**src/rtl/cnt_if_if.sv**
```systemverilog
// ----------------------------------------------------------------------------
// cnt_if_if
// Handshake bundle between a control block and the cnt_if counter.
//
// Signals:
//   load_en   control -> counter   1 = load `load` into count on the next edge
//   load      control -> counter   parallel load value (WIDTH bits)
//   down      control -> counter   count direction: 1 = decrement, 0 = increment
//   count     counter -> consumers current counter value (registered)
//   rollover  counter -> consumers 1 while count is all ones
//
// Modports:
//   master  the control/consumer side (drives load_en/load/down)
//   slave   the counter side (drives count/rollover)
// ----------------------------------------------------------------------------
interface cnt_if_if #(
    parameter int WIDTH = 4
);
    logic             load_en;
    logic [WIDTH-1:0] load;
    logic             down;
    logic [WIDTH-1:0] count;
    logic             rollover;

    modport master (
        output load_en,
        output load,
        output down,
        input  count,
        input  rollover
    );

    modport slave (
        input  load_en,
        input  load,
        input  down,
        output count,
        output rollover
    );
endinterface : cnt_if_if

```
**src/rtl/cnt_if.sv**
```systemverilog
// ----------------------------------------------------------------------------
// cnt_if
// Loadable up/down binary counter with an all-ones (rollover) flag.
// A control block drives load/load_en/down through the bus interface; the
// block holds the count register and presents count and rollover.
//
// Parameters:
//   WIDTH     counter width in bits (>= 1); must match the bus WIDTH
//
// Ports:
//   clk       in   clock; every state update happens on its rising edge
//   rstn      in   synchronous reset, active HIGH despite the name
//                  (rstn=1 at a rising edge clears count to 0)
//   bus       slave modport of cnt_if_if:
//               load_en, load, down   in
//               count, rollover       out
//
// Behaviour per rising edge, highest priority first:
//   rstn=1     -> count <= 0
//   load_en=1  -> count <= load (down is ignored)
//   down=1     -> count <= count - 1 (wraps 0 -> all ones)
//   otherwise  -> count <= count + 1 (wraps all ones -> 0)
// rollover is combinational from count, so it rises in the same cycle the
// counter reaches all ones, however it got there.
// ----------------------------------------------------------------------------
module cnt_if #(
    parameter int WIDTH = 4
) (
    input  logic    clk,
    input  logic    rstn,
    cnt_if_if.slave bus
);

    logic [WIDTH-1:0] count_q;
    logic [WIDTH-1:0] count_d;

    // Next-state selection. Reset is not handled here: it lives in the
    // register process so that its priority over everything is obvious.
    always_comb begin
        // NOTE: assign a default first so no path through the block leaves
        // count_d unassigned; otherwise a latch would be inferred.
        count_d = count_q;
        if (bus.load_en) begin
            count_d = bus.load;
        end else if (bus.down) begin
            // Unsigned subtraction truncated to WIDTH bits gives the 0 -> all ones wrap.
            count_d = count_q - WIDTH'(1);
        end else begin
            count_d = count_q + WIDTH'(1);
        end
    end

    // Count register with synchronous, active-high reset.
    always_ff @(posedge clk) begin
        // NOTE: sequential state uses non-blocking assignment so every
        // register samples its inputs from before the edge.
        if (rstn) begin
            count_q <= '0;
        end else begin
            count_q <= count_d;
        end
    end

    assign bus.count    = count_q;
    assign bus.rollover = &count_q;

endmodule : cnt_if

```
**src/flat_wrapper.sv**
```systemverilog
// flat-port wrapper written by rule: the top's interface ports become plain ports
module cnt_if_flat 
#(
    parameter int WIDTH = 4
)
  (clk, rstn, bus_load_en, bus_load, bus_down, bus_count, bus_rollover);
  cnt_if_if #(.WIDTH(WIDTH)) bus_i ();
  input  logic clk;
  input  logic rstn;
  input wire logic [$bits(bus_i.load_en)-1:0] bus_load_en;
  input wire logic [$bits(bus_i.load)-1:0] bus_load;
  input wire logic [$bits(bus_i.down)-1:0] bus_down;
  output wire logic [$bits(bus_i.count)-1:0] bus_count;
  output wire logic [$bits(bus_i.rollover)-1:0] bus_rollover;
  assign bus_i.load_en = bus_load_en;
  assign bus_i.load = bus_load;
  assign bus_i.down = bus_down;
  assign bus_count = bus_i.count;
  assign bus_rollover = bus_i.rollover;
  cnt_if #(.WIDTH(WIDTH)) u_core (.clk(clk), .rstn(rstn), .bus(bus_i));
endmodule
```
**config.mk**
```make
export PLATFORM = sky130hd
export DESIGN_NAME = cnt_if_flat
export DESIGN_NICKNAME = d
export VERILOG_FILES = /design/src/rtl/cnt_if_if.sv /design/src/rtl/cnt_if.sv /design/src/flat_wrapper.sv
export SDC_FILE = /design/constraint.sdc
export NUM_CORES = 1
export LEC_CHECK = 0
export CAP_MARGIN = 20
export CORE_AREA = 2 2 39 41
export CTS_CLUSTER_SIZE = 8
export DETAILED_ROUTE_END_ITERATION = 7
export DIE_AREA = 0 0 41 43
export DONT_BUFFER_PORTS = 1
export GPL_ROUTABILITY_DRIVEN = 0
export PLACE_DENSITY = 0.3
export SYNTH_ARGS = -nofsm -noshare
export SYNTH_HDL_FRONTEND = slang
export SYNTH_SLANG_ARGS = --single-unit
```
**constraint.sdc**
```tcl
create_clock -name clk -period 1.36 [get_ports clk]
set_input_delay 0.136 -clock clk [delete_from_list [all_inputs] [get_ports clk]]
set_output_delay 0.136 -clock clk [all_outputs]
set_load 0.05 [all_outputs]
```
==> metrics.txt <==
result of the run=complete, no violations; TritonCTS Sinks=4; worst vdd rail ir drop=0.4012 mV; CP required=1.22 ns; Port Buffers=0; # diodes=0; initial antenna violation count=0; multiplexer fraction of the synthesized cell area=0.03902; period utilisation layout=0.9670; nets in the synthesized netlist=40; largest family of logic cells by synthesized area=simple AND/OR/NAND/NOR gates; final net count=51; count of standard-cell rows=14; global-route wire length before repair=1090 um; vias per cell=4.400; Worst-Skew Late Latency=0.24 ns; WL met1=273 um; Buf+Inv Stages, Crit Path=2; CP Max Fanout=2; flip-flop count of the largest register after layout=4; top register by number of flip-flops=u_core.bus.count; detailed-route wire length=664 um; detailed router's first-iteration violation count=1; cell at the root of the clock tree=sky130_fd_sc_hd__clkbuf_4; max-cap check violation count=0; Top Metal Used=met3; Total Neg Setup Slack=0 ns; CTS clk-pin slew, worst paths=0.04 ns; count of yosys warnings during synthesis=0; cell area after synthesis=256.5 um^2; Detailed Routing Iterations Pass 1=4; Simple-Gate Fraction of Synth Area=0.1805; maximum number of buffers from clock root to sink=2; I/O pin count=13; Fin Hold WS=0.04711 ns; static leakage power=0.0001717 uW; kind of cell with the highest combined delay on the critical path=flip-flops; post-synthesis share of cell area spent on full adders, half adders and majority gates=0.1756; Max Transition Viols Final=0; Finished Layout Cells=55; total met3 wirelength after detailed routing=65 um; crit path time final=1.315 ns; CTS Buf Count=3; sort of element at the end of the critical path=output port; arrival time of the worst setup path=1.18 ns; Starting Density=0.1854; top library cells by usage in the layout, fill and taps aside=sky130_fd_sc_hd__nor2_1, sky130_fd_sc_hd__inv_1, sky130_fd_sc_hd__clkbuf_4, sky130_fd_sc_hd__buf_4, sky130_fd_sc_hd__dfxtp_4; Crit. path cell count=4; commonest non-fill, non-tap cell in the layout=sky130_fd_sc_hd__nor2_1; total count of hold-check failures in the final report=0; placed cell count=49; GRT Overall Usage=0.1007; Fin Clk Skew=0.008281 ns; Worst Tran Pin Value=0.2615 ns; classification of the worst-slack hold path=input pin to flop; via count of the first global-routing pass=250; Hold Path Depth=2; flops & latches, synth=4; number of standard cells after synthesis=29; highest-delay cell along the critical path=sky130_fd_sc_hd__dfxtp_4; fraction of the mapped netlist area in compound gates=0.1463; overall overflow remaining after global route=0; H-tree depth=1; number of inserted filler cells in the final layout=155; vias post-DR=242; share of the synthesized netlist area taken by xor and xnor gates=0.06829; total setup violations reported at the end of the flow=0; post-synthesis sequential area ratio=0.3122; floorplan die area=0.001763 mm^2; core region area=0.001384 mm^2; count of antenna-violating nets left after detailed routing=0; largest registers ranked by flip-flop count=u_core.bus.count: 4 flops; worst slew margin relative to its limit=0.8246; maximum number of pins on one net before global-route repair=9; number of remaining DRC errors=0; number of distinct standard cells referenced by the synthesized netlist=15; share of cells above drive strength 1=0.4615; WL/cell=12.07 um; Critical Path Source Type=flop; chip width=41 um; Worst R2R Path Depth=4; CTS tree=done; cell breakdown of the critical path=buf_8 > nand2_2 > nor3_4 > buf_12; Die Span Y=43 um; RSZ-0062 raised after global routing=true; area added between synthesis and finish=58.05%; power per standard cell area=1137 mW/mm^2; worst setup path class=flop to output port; highest cell delay on the worst timing path=0.35 ns; maximum clock frequency=0.7604 GHz; detailed route wirelength on metal2=325 um; synthesized area per cell=8.845 um^2
cell type report:
type                            count  area, um^2  share of cell area
Clock buffer                        4       26.28             0.06481
Inverter                            4       15.01             0.03704
Multi-Input combinational cell     20       173.9              0.4290
Sequential cell                     4       92.59              0.2284
Tap cell                           16       20.02             0.04938
Timing Repair Buffer                7       77.57              0.1914
cell usage after synthesis:
library cell                count  share of area
sky130_fd_sc_hd__a2111oi_2      1          0.059
sky130_fd_sc_hd__a211oi_1       1          0.029
sky130_fd_sc_hd__a21oi_1        3          0.059
sky130_fd_sc_hd__and4b_4        1          0.054
sky130_fd_sc_hd__buf_2          1          0.019
sky130_fd_sc_hd__dfxtp_1        4           0.31
sky130_fd_sc_hd__fa_1           1          0.078
sky130_fd_sc_hd__ha_1           2          0.098
sky130_fd_sc_hd__inv_1          4          0.059
sky130_fd_sc_hd__mux2i_1        1          0.039
sky130_fd_sc_hd__nand2_1        1          0.015
sky130_fd_sc_hd__nand3_1        1          0.019
sky130_fd_sc_hd__nor2_1         5          0.073
sky130_fd_sc_hd__nor3_1         1          0.019
sky130_fd_sc_hd__xnor2_1        2          0.068
stage by stage:
step / instance area [um^2] / util / total power (uW) / worst slack [ns]
2_1_floorplan: 284.0 / - / 255.5 / 0.01805
3_3_place_gp: 349.1 / 0.2523 / 282.8 / 0.06027
3_5_place_dp: 349.1 / 0.2523 / 283.2 / 0.05444
4_1_cts: 402.9 / 0.2911 / 471.6 / 0.002106
5_1_grt: 405.4 / 0.2929 / 500.3 / -0.03167
6_report: 405.4 / 0.2929 / 460.9 / 0.04490
cell families (layout without fill, tap and decap cells):
group / count (synthesis) / count (layout)
AO/OA/AOI/OAI: 5 / 5
adder cells (fa/ha/maj): 3 / 3
XOR/XNOR: 2 / 2
buffers and inverters: 5 / 15
flip-flops: 4 / 4
AND/OR/NAND/NOR: 9 / 9
multiplexers: 1 / 1
worst register-to-register path, cell delays in order, from the launching register on:
cell                        delay [ns]
sky130_fd_sc_hd__dfxtp_4          0.34
sky130_fd_sc_hd__ha_1             0.34
sky130_fd_sc_hd__a21oi_2          0.16
sky130_fd_sc_hd__a211oi_1         0.10
sky130_fd_sc_hd__a2111oi_2        0.26
routing by layer:
layer / GRT usage / vias to the layer above
li1: - / 119
met1: 0.1136 / 113
met2: 0.1313 / 10
met3: 0.04188 / 0
met4: 0.1000 / 0
met5: 0 / -
final timing paths:
check | start | to | slack, ns
setup / recovery | u_core.bus.count[2]$_SDFF_PP0_ | bus_rollover | 0.04
hold / removal | bus_load[3] | u_core.bus.count[3]$_SDFF_PP0_ | 0.05
setup reg to reg | u_core.bus.count[2]$_SDFF_PP0_ | u_core.bus.count[3]$_SDFF_PP0_ | 0.04
hold reg to reg | u_core.bus.count[0]$_SDFF_PP0_ | u_core.bus.count[0]$_SDFF_PP0_ | 0.80
power breakdown:
part	internal (uW)	switching, uW	total, uW
clock	110	53.9	164
sequential	131	10.9	142
combinational	63.2	91.3	154
total	305	156	461
repair_timing:
| item | in CTS | in global routing |
|---|---|---|
| hold buffers | 2 | 0 |
| gates resized for setup | 2 | 1 |
| endpoints found under the setup margin | 1 | 2 |
| pin swaps | 1 | 2 |
| buffers inserted | 0 | 0 |
| endpoints found under the hold margin | 4 | 0 |
Note: power is estimated with default switching activity, not from simulation.
